### src/rtl/conv_addr_sequencer.sv
// conv_addr_sequencer: walks weight offsets for the IA address array and tracks its result latency
module conv_addr_sequencer #(
  parameter int WT_ROW_BITS  = 5,
  parameter int WT_COL_BITS  = 5,
  parameter int KER_BITS     = 5,
  parameter int CONCAT_BITS  = 8,
  parameter int CALC_LATENCY = 1
) (
  input  logic                   i_clock,
  input  logic                   i_reset,
  input  logic                   i_start,
  input  logic [WT_ROW_BITS-1:0] i_cfg_ker_rows,
  input  logic [WT_COL_BITS-1:0] i_cfg_ker_cols,
  input  logic [KER_BITS-1:0]    i_cfg_num_ker,
  input  logic [CONCAT_BITS-1:0] i_cfg_concat_base,
  output logic [WT_ROW_BITS-1:0] o_wt_row,
  output logic [WT_COL_BITS-1:0] o_wt_col,
  output logic [KER_BITS-1:0]    o_wt_kr,
  output logic [CONCAT_BITS-1:0] o_concat_no,
  output logic                   o_issue_valid,
  input  logic                   i_issue_ready,
  output logic                   o_issue_last,
  output logic                   o_result_valid,
  output logic                   o_result_last,
  output logic                   o_busy,
  output logic                   o_done,
  output logic                   o_cfg_err
);
  typedef enum logic [1:0] {S_IDLE, S_RUN, S_DRAIN, S_DONE} state_t;
  state_t                   r_state, w_next;
  logic [WT_ROW_BITS-1:0]   r_rows, r_row;
  logic [WT_COL_BITS-1:0]   r_cols, r_col;
  logic [KER_BITS-1:0]      r_nk, r_kr;
  logic [CONCAT_BITS-1:0]   r_concat;
  logic                     r_err;
  logic [CALC_LATENCY-1:0]  r_vsh, r_lsh;
  logic                     w_zero, w_hs, w_col_end, w_row_end, w_kr_end;
  assign w_zero         = (i_cfg_ker_rows == '0) | (i_cfg_ker_cols == '0) | (i_cfg_num_ker == '0);
  assign w_col_end      = r_col == r_cols - WT_COL_BITS'(1);
  assign w_row_end      = r_row == r_rows - WT_ROW_BITS'(1);
  assign w_kr_end       = r_kr == r_nk - KER_BITS'(1);
  assign o_issue_valid  = r_state == S_RUN;
  assign o_issue_last   = o_issue_valid & w_col_end & w_row_end & w_kr_end;
  assign w_hs           = o_issue_valid & i_issue_ready;
  assign o_result_valid = r_vsh[CALC_LATENCY-1];
  assign o_result_last  = r_lsh[CALC_LATENCY-1];
  assign o_busy         = r_state != S_IDLE;
  assign o_done         = r_state == S_DONE;
  assign o_cfg_err      = o_done & r_err;
  assign o_wt_row       = r_row;
  assign o_wt_col       = r_col;
  assign o_wt_kr        = r_kr;
  assign o_concat_no    = r_concat;
  // next state: zero-dimension layers skip straight to DONE, DRAIN waits for the final result
  always_comb begin
    w_next = r_state;
    case (r_state)
      S_IDLE:  if (i_start) w_next = w_zero ? S_DONE : S_RUN;
      S_RUN:   if (w_hs && o_issue_last) w_next = S_DRAIN;
      S_DRAIN: if (o_result_last) w_next = S_DONE;
      default: w_next = S_IDLE;
    endcase
  end
  // state, latched layer config and the column/row/kernel offset counters
  always_ff @(posedge i_clock) begin
    if (i_reset) begin
      r_state  <= S_IDLE;
      r_rows   <= '0;
      r_cols   <= '0;
      r_nk     <= '0;
      r_concat <= '0;
      r_err    <= 1'b0;
      r_row    <= '0;
      r_col    <= '0;
      r_kr     <= '0;
    end else begin
      r_state <= w_next;
      if (r_state == S_IDLE && i_start) begin
        r_rows   <= i_cfg_ker_rows;
        r_cols   <= i_cfg_ker_cols;
        r_nk     <= i_cfg_num_ker;
        r_concat <= i_cfg_concat_base;
        r_err    <= w_zero;
        r_row    <= '0;
        r_col    <= '0;
        r_kr     <= '0;
      end else if (w_hs) begin
        r_col <= w_col_end ? '0 : r_col + WT_COL_BITS'(1);
        if (w_col_end) r_row <= w_row_end ? '0 : r_row + WT_ROW_BITS'(1);
        if (w_col_end && w_row_end) r_kr <= w_kr_end ? '0 : r_kr + KER_BITS'(1);
      end
    end
  end
  // accepted issues travel alongside the array pipeline so results line up with their issue
  always_ff @(posedge i_clock) begin
    if (i_reset) begin
      r_vsh <= '0;
      r_lsh <= '0;
    end else begin
      r_vsh[0] <= w_hs;
      r_lsh[0] <= w_hs & o_issue_last;
      for (int i = 1; i < CALC_LATENCY; i++) begin
        r_vsh[i] <= r_vsh[i-1];
        r_lsh[i] <= r_lsh[i-1];
      end
    end
  end
endmodule

### config.mk
export PLATFORM = sky130hd
export DESIGN_NAME = conv_addr_sequencer
export DESIGN_NICKNAME = d
export VERILOG_FILES = /design/src/rtl/conv_addr_sequencer.sv
export SDC_FILE = /design/constraint.sdc
export NUM_CORES = 1
export LEC_CHECK = 0
export CAP_MARGIN = 20
export CORE_MARGIN = 3
export CORE_UTILIZATION = 43
export DETAILED_ROUTE_END_ITERATION = 16
export HOLD_SLACK_MARGIN = 0.02
export PLACE_DENSITY = 0.75
export REMOVE_ABC_BUFFERS = 1
export SLEW_MARGIN = 0
export SYNTH_ARGS = -nofsm -noshare
export SYNTH_HDL_FRONTEND = slang
export SYNTH_SLANG_ARGS = --single-unit
### constraint.sdc
create_clock -name i_clock -period 2.8 [get_ports i_clock]
set_clock_uncertainty 0.15 [all_clocks]
set_input_delay 0.56 -clock i_clock [delete_from_list [all_inputs] [get_ports i_clock]]
set_output_delay 0.56 -clock i_clock [all_outputs]
set_load 0.01 [all_outputs]
# Word level (Yosys, flattened, before mapping)

Index checks and enable logic that the tools add are counted.
Widths: inputs -> output; s select.

Mux-type cells: 8
Eq/ne operators: 9
Reductions and logical operators: 12
Bitwise gates (word level): 8
$add $sub $neg: 6

Operators by type and width:

| kind                | number |
|---|---|
| $add 5x1->5 const B | 3 |
| $eq 5x5->1          | 3 |
| $logic_not 5->1     | 3 |
| $mux 5              | 3 |
| $sub 5x1->5 const B | 3 |
| $mux 2              | 4 |
| $and 1x1->1         | 6 |
| $pmux 2 s3          | 1 |
| $eq 2x2->1 const B  | 2 |
| $ne 2x2->1 const B  | 2 |
| $reduce_and 2->1    | 2 |
| $logic_and 1x1->1   | 3 |
| $reduce_and 3->1    | 1 |
| $eq 2x1->1 const B  | 1 |
| $logic_not 2->1     | 1 |
| $ne 2x1->1 const B  | 1 |
| $or 1x1->1          | 2 |
| $reduce_bool 2->1   | 1 |
| $reduce_or 2->1     | 1 |

Input port bits: 27
Bits in registers: 43
Logic and storage cells: 54
Output and inout bits: 30

# Logic depth before layout (Yosys ltp)

Gate-level depths: netlist of the first run.

Depth after elaboration: 8
Depth in mapped cells: 9
Gate-level depth less buffers: 8

# Worst setup path before layout of the first run

OpenSTA, ideal clock, no wires.

Path kind: register to register
Start: register r_rows[0]
End: register r_state[0]
Slack: 176 ps
Stages on the path, launching flop included: 10
Setup time: 70 ps
Data required time: 2580 ps
Arrival: 2404 ps
Path buffers: 1
Clock period less this slack: 2624 ps
Cell sequence: dfxtp_1 inv_1 ha_1 nor2b_1 o31a_1 a211o_1 buf_6 o41a_1 or4_1 a21oi_1

Cells in the longest elaborated chain, start to end: 7

RTL lines:

| item                              | RTL line | source |
|---|---|---|
| from (decl)                       | 31       | `logic [WT_ROW_BITS-1:0] r_rows, r_row;` |
| from (signal assigned)            | 79       | `r_rows <= i_cfg_ker_rows;` |
| $sub 5x1->5                       | 40       | `assign w_row_end = r_row == r_rows - WT_ROW_BITS'(1);` |
| $eq 5x5->1                        | 40       |  |
| $and 1x1->1 (2 in series)         | 43       | `assign o_issue_last = o_issue_valid & w_col_end & w_row_end & w_kr_end;` |
| $logic_and 1x1->1                 | 59       | `S_RUN: if (w_hs && o_issue_last) w_next = S_DRAIN;` |
| $ne 2x1->1 (no source line)       | --       |  |
| $reduce_and 3->1 (no source line) | --       |  |
| to (signal assigned)              | 77       | `r_state <= w_next;` |
| to (decl)                         | 30       | `state_t r_state, w_next;` |

Every way passes these cells.
A chain may end at the register's enable or synchronous reset.

# Final worst setup path of the first run

Start: register r_rows[1]
End: output o_issue_last

Cells in the longest elaborated chain, start to end: 4

RTL lines:

| item                      | RTL line | source |
|---|---|---|
| $sub 5x1->5               | 40       |  |
| $eq 5x5->1                | 40       |  |
| $and 1x1->1 (2 in series) | 43       |  |
| to (decl)                 | 22       | `output logic o_issue_last,` |

Every way passes these cells.

==> results of run 1 <==
-- worst max-delay path, cell delays in order, from the launching register on --
cell,delay [ps]
dfxtp_1,340
inv_1,60
ha_2,320
xor2_1,160
o211ai_1,180
a211oi_2,280
nand2b_1,120
nor3_2,170
buf_2,150
-- logic make-up (layout without fill, tap and decap cells) --
family          after synthesis  count (layout)
fa+ha+maj                    10              10
flops                        43              43
simple gates                 72              72
buf+inv                      19              97
compound gates               56              56
xor+xnor                     27              27
-- registers in the layout (all words and copies together), names as in the netlist --
name / cells
o_concat_no: 8
o_result_last: 1
r_nk: 5
o_wt_kr: 5
r_cols: 5
r_rows: 5
o_wt_col: 5
r_state: 2
o_wt_row: 5
r_err: 1
o_result_valid: 1
-- synth_stat cells, types with 2 or more instances --
cell,count
clkbuf_1,5
ha_1,10
nand2b_1,3
xnor2_1,14
inv_1,12
xor2_1,13
o21ai_0,11
a21oi_1,11
or4_1,3
o211ai_1,3
nand2_1,18
nor3_1,8
nand4_1,3
nand3_1,7
nor2b_1,2
a211oi_1,2
nor2_1,18
dfxtp_1,43
a22o_1,17
or3_1,2
-- worst paths after layout --
check,from,endpoint,depth (start not counted)
setup reg to reg,r_rows[1],r_state[1],8
hold reg to reg,o_concat_no[6],o_concat_no[6],1
hold / removal,o_concat_no[6],o_concat_no[6],1
setup / recovery,r_rows[1],o_issue_last,8
-- power groups by stage --
stage          registers [uW]  clock network [uW]  logic, uW
3_5_place_dp              766                   0        642
6_report                  755                 574        657
3_3_place_gp              763                   0        627
5_1_grt                   767                 610        727
4_1_cts                   753                 582        652
2_1_floorplan             768                   0        383
-- repair_timing --
item | 4_1_cts | 5_1_grt
hold buffers | 0 | 0
setup buffers | 1 | 2
pin swaps | 1 | 2
gates resized for setup | 6 | 3
gates cloned | 0 | 0
endpoints found under the setup margin | 1 | 1
-- cell type report --
type | instances | area, um^2
Sequential cell | 43 | 862
Clock buffer | 6 | 72.6
Tap cell | 52 | 65.1
Fill cell | 381 | 1540
Clock inverter | 2 | 60.1
Inverter | 12 | 45.0
Multi-Input combinational cell | 165 | 1140
Timing Repair Buffer | 77 | 713
-- per-stage QoR --
step	hold WS [ps]	setup TNS (ps)	instance area [um^2]	power, uW	utilization [%]
final	333	0	2960	1990	65.8
after global routing	339	-103	2960	2100	65.8
after CTS	336	0	2940	1990	65.3
after detailed placement	314	-107	2790	1410	62.0
after global placement	309	-93.7	2790	1390	62.0
after floorplan	291	0	2030	1150	-
-- routing by layer --
| metal | global-route usage, % | part of all wire, % |
|---|---|---|
| met1 | 24.9 | 46 |
| met2 | 29.4 | 46 |
| met3 | 5.80 | 6.6 |
| met4 | 5.24 | 1.1 |
| met5 | 0 | 0 |
==> metrics.csv, run 1 <==
stage,metric,value,unit
outcome,status,"finished, final reports clean",
yosys,Post-synth ARST share,0,%
cells_and_area,most frequent cells in the layout,"clkdlybuf4s50_1 (55), dfxtp_1 (42), buf_4 (21)",
yosys,Post-synth EDFFs,0,
yosys,post-synth top area cell,dfxtp_1,
global_route,GRT Total Usage,18.7,%
drt,wire length per cell,14.3,um
sta,Setup WS post-layout,18.2,ps
clocking,CTS sink count,43,
cells_and_area,layout cell share with drive strength beyond 1,12.8,%
floorplan,Core ar.,4500,um^2
power,Comb power frac,33.1,%
placement,Placed Cells,346,
floorplan,Rows,24,
yosys,Unique masters post-synth,42,
power,worst vdd ir,0.000394,V
power,total leakage power,0.00115,uW
power,Int Power,1390,uW
power,switching pwr,598,uW
critical_path,Critical Path RT,2090,ps
floorplan,Initial Utilization,45.9,%
placement,pre-CTS setup slack,-107,ps
global_route,initial antenna violation count,0,
sta,worst slew pin tran,621,ps
cells_and_area,Non-Filler Instances,357,
sta,f_max,359,MHz
clocking,CTS tree,done,
sta,final setup fails,0,
critical_path,worst path arrival time,2070,ps
placement,# port buffers,56,
power,Pwr Density,670,nW/um^2
sta,crit path time final,2780,ps
placement,HPWL Detailed,3760,um
critical_path,endpoint class of the critical path,output port,
floorplan,die footprint,5680,um^2
yosys,Synth Area in Adders,6.05,%
yosys,Ys Warns,0,
cells_and_area,Layout area overhead,43.3,%
critical_path,slack of the worst reg-to-reg path,170,ps
sta,fin. max-slew vios,0,
floorplan,I/O Pins,57,
yosys,Synth Instances,227,
placement,routability cong.,0.886,
yosys,sequential share of the synthesized area,41.6,%
power,switching share of total power,30.1,%
yosys,Yosys top cell area share,41.6,%
yosys,multiplexer area fraction after synthesis,0,%
yosys,prevailing post-synth register cell,dfxtp_1,
global_route,vias in the first global route,1778,
yosys,Synth Cell Area,2070,um^2
yosys,XOR/XNOR Fraction of Synth Area,11.4,%
power,Clk pwr share,28.9,%
sta,Max transition margin,58.6,%
yosys,main combinational cell family by area after synthesis,compound AO/OA/AOI/OAI gates,
yosys,Synth Area in Simple Gates,17.6,%
clocking,"Clk pin slew, worst setup/hold paths",80,ps
clocking,Inserted Clock Buffers,5,
drt,DRC viols,0,
global_route,largest net degree at the start of global routing,25,
worst_hold_path,min-delay worst type,flop to flop,
clocking,clock buffer depth,2,
floorplan,chip width,75.4,um
yosys,Avg Inst Size Synth,9.11,um^2
sta,Final Hold Vio Count,0,
cells_and_area,"commonest non-fill, non-tap cell in the layout",clkdlybuf4s50_1,
critical_path,Setup CP Type,flop to output port,
drt,remaining antenna violation count after routing,0,
clocking,worst-skew pair later-pin latency,290,ps
floorplan,die height,75.4,um
drt,DRT iter0 DRCs,112,
global_route,Overflow after GRT,0,
yosys,compound-cell area share of the yosys netlist,19.4,%
cells_and_area,number of nets in the layout,341,
sta,period utilization,99.4,%
global_route,global-route wire length before repair,8190,um
critical_path,Crit Path Max Fanout,2,
job,max_cap viols,0,
drt,via count,1924,
critical_path,Critical Path Source Type,flop,
power,Reg power frac,38.0,%
drt,DR pass1 iterations,4,
clocking,H-tree levels,2,
cells_and_area,n_diodes,0,
drt,DR vias/cell,5.39,
yosys,Synth area leaders,"dfxtp_1 (42%), a22o_1 (7.2%), ha_1 (6.0%), xnor2_1 (5.9%), xor2_1 (5.5%)",
yosys,synthesized flop and latch total,43,
clocking,CTS root buffer,clkbuf_8,
drt,Post-Route WL,5100,um
(Power assumes the default switching activity.)
==> run 2, diff against run 1 <==
Settings changed: CORE_UTILIZATION 43 to 56, DONT_BUFFER_PORTS set to 1, PLACE_DENSITY 0.75 to 0.73.
==> metrics.csv, run 2 (same netlist as run 1, synthesis figures left out) <==
stage,metric,value,unit,change
power,Comb power frac,30.3,%,was 33.1%
sta,Final Hold Vio Count,0,,unchanged
cells_and_area,Largest register FFs,8,,unchanged
sta,f_max,369,MHz,was 359 MHz
sta,Setup WS post-layout,89.4,ps,was 18.2 ps
sta,worst slew pin tran,666,ps,was 621 ps
critical_path,worst path arrival time,2000,ps,was 2070 ps
critical_path,Worst R2R End,r_state[0],,was r_state[1]
floorplan,Rows,21,,was 24
clocking,Post-CTS Hold Buffers,0,,unchanged
floorplan,Initial Utilization,60.1,%,was 45.9%
floorplan,die footprint,4460,um^2,was 5680 um^2
cells_and_area,"commonest non-fill, non-tap cell in the layout",dfxtp_1,,was clkdlybuf4s50_1
global_route,initial antenna violation count,0,,unchanged
power,Pwr Density,746,nW/um^2,was 670 nW/um^2
drt,DRC viols,0,,unchanged
placement,# port buffers,0,,was 56
sta,Max transition margin,55.6,%,was 58.6%
cells_and_area,number of nets in the layout,274,,was 341
cells_and_area,layout cell share with drive strength beyond 1,12.2,%,was 12.8%
power,total leakage power,0.000869,uW,was 0.00115 uW
sta,Hold WS,167,ps,was 333 ps
clocking,Inserted Clock Buffers,5,,unchanged
placement,Placed Cells,273,,was 346
power,switching share of total power,35.3,%,was 30.1%
drt,met1 wire length,1880,um,was 2350 um
critical_path,endpoint class of the critical path,output port,,unchanged
power,switching pwr,605,uW,was 598 uW
floorplan,chip width,66.8,um,was 75.4 um
worst_hold_path,hold wc startpoint,i_reset,,was o_concat_no[6]
global_route,GRT Total Usage,23.0,%,was 18.7%
drt,top routing layer used,met4,,unchanged
clocking,worst-skew pair later-pin latency,300,ps,was 290 ps
power,Clk pwr share,24.6,%,was 28.9%
sta,final setup fails,0,,unchanged
worst_hold_path,Hold Path Sink,r_state[0],,was o_concat_no[6]
sta,crit path time final,2710,ps,was 2780 ps
cells_and_area,Non-Filler Instances,284,,was 357
drt,DR pass1 iterations,5,,was 4
critical_path,slack of the worst reg-to-reg path,160,ps,was 170 ps
sta,setup TNS,0,ps,unchanged
cells_and_area,design area,2300,um^2,was 2960 um^2
outcome,status,"finished, final reports clean",,unchanged
placement,Placement Cell Area,2160,um^2,was 2790 um^2
power,worst vdd ir,0.000428,V,was 0.000394 V
drt,via count,1726,,was 1924
clocking,CTS sink count,43,,unchanged
worst_hold_path,min-delay worst type,input pin to flop,,was flop to flop
drt,DRT iter0 DRCs,77,,was 112
cells_and_area,n_diodes,0,,unchanged
clocking,CTS tree,done,,unchanged
critical_path,Critical Path Source Type,flop,,unchanged
drt,WL met3,426,um,was 337 um
worst_hold_path,WHS Path Cells,1,,unchanged
power,Reg power frac,45.2,%,was 38.0%
critical_path,Critical Path RT,2090,ps,about the same
clocking,clock buffer depth,2,,unchanged
floorplan,Core ar.,3440,um^2,was 4500 um^2
sta,fin. max-slew vios,0,,unchanged
clocking,CTS root buffer,clkbuf_8,,unchanged
drt,remaining antenna violation count after routing,0,,unchanged
critical_path,Setup CP Type,flop to output port,,unchanged
placement,pre-CTS setup slack,144,ps,was -107 ps
clocking,H-tree levels,2,,unchanged
cells_and_area,Layout area overhead,11.0,%,was 43.3%
sta,period utilization,96.8,%,was 99.4%
cells_and_area,most frequent cells in the layout,"dfxtp_1 (41), nor2_1 (18), nand2_1 (18)",,"was clkdlybuf4s50_1 (55), dfxtp_1 (42), buf_4 (21)"
floorplan,I/O Pins,57,,unchanged
global_route,largest net degree at the start of global routing,24,,was 25
drt,wire length per cell,16.6,um,was 14.3 um
global_route,Overflow after GRT,0,,unchanged
drt,Post-Route WL,4720,um,was 5100 um
floorplan,die height,66.8,um,was 75.4 um
placement,routability cong.,0.850,,was 0.886
critical_path,Crit Path Max Fanout,4,,was 2
drt,metal2 WL,2330,um,was 2350 um
sta,RSZ-0062 raised after global routing,no,,
job,max_cap viols,0,,unchanged
global_route,vias in the first global route,1757,,was 1778
placement,HPWL Detailed,3540,um,was 3760 um
clocking,"Clk pin slew, worst setup/hold paths",90,ps,was 80 ps
global_route,global-route wire length before repair,7760,um,was 8190 um
critical_path,RR Startpoint,r_rows[1],,unchanged
drt,DR vias/cell,6.08,,was 5.39
power,Int Power,1110,uW,was 1390 uW
critical_path,R2R depth,8,,unchanged
## run 2: critical path, stage by stage, from the launching register on
cell and delay, ps:
dfxtp_1 340, inv_1 60, ha_1 210, nor2b_1 140
o31a_1 310, a211oi_2 220, nand2b_1 120, nor3_2 160
buf_4 140
## run 2: layout make-up
class / instances / area [um^2]
clock inverters: 3 / 26.3
multi-input cells: 165 / 1150
fillers: 279 / 1150
flip-flops and latches: 43 / 863
inverters: 12 / 45.0
clock buffers: 5 / 68.8
repair buffers: 10 / 87.6
well taps: 46 / 57.6
## run 2: per-layer routing
layer | vias up | track usage (%)
met5 | - | 0
met4 | 0 | 9.14
met3 | 9 | 7.59
met2 | 73 | 39.5
met1 | 819 | 26.2
li1 | 825 | -
## run 2: worst max-delay path by stage
stage	from	endpoint	slack [ps]
2_1_floorplan	r_rows[0]	o_issue_last	190
3_3_place_gp	r_rows[0]	r_state[0]	250
3_5_place_dp	r_rows[0]	r_state[0]	140
4_1_cts	r_rows[0]	o_issue_last	10
5_1_grt	r_rows[1]	o_issue_last	5
6_report	r_rows[1]	o_issue_last	90
## run 2: timing repair
item / 4_1_cts / 5_1_grt
resized for setup: 3 / 3
endpoints found under the setup margin: 1 / 3
pin swaps: 1 / 1
setup buffers: 1 / 2
## run 2: power groups by stage
stage          Clock (uW)  Combinational (uW)  Sequential, uW
3_5_place_dp            0                 495             785
6_report              421                 518             773
4_1_cts               425                 504             773
3_3_place_gp            0                 462             782
5_1_grt               453                 579             784
2_1_floorplan           0                 383             768
## run 2: metrics by stage
step	power [uW]	util (%)
3_3_place_gp	1240	62.6
4_1_cts	1700	65.9
5_1_grt	1820	66.7
3_5_place_dp	1280	62.6
2_1_floorplan	1150	-
6_report	1710	66.7
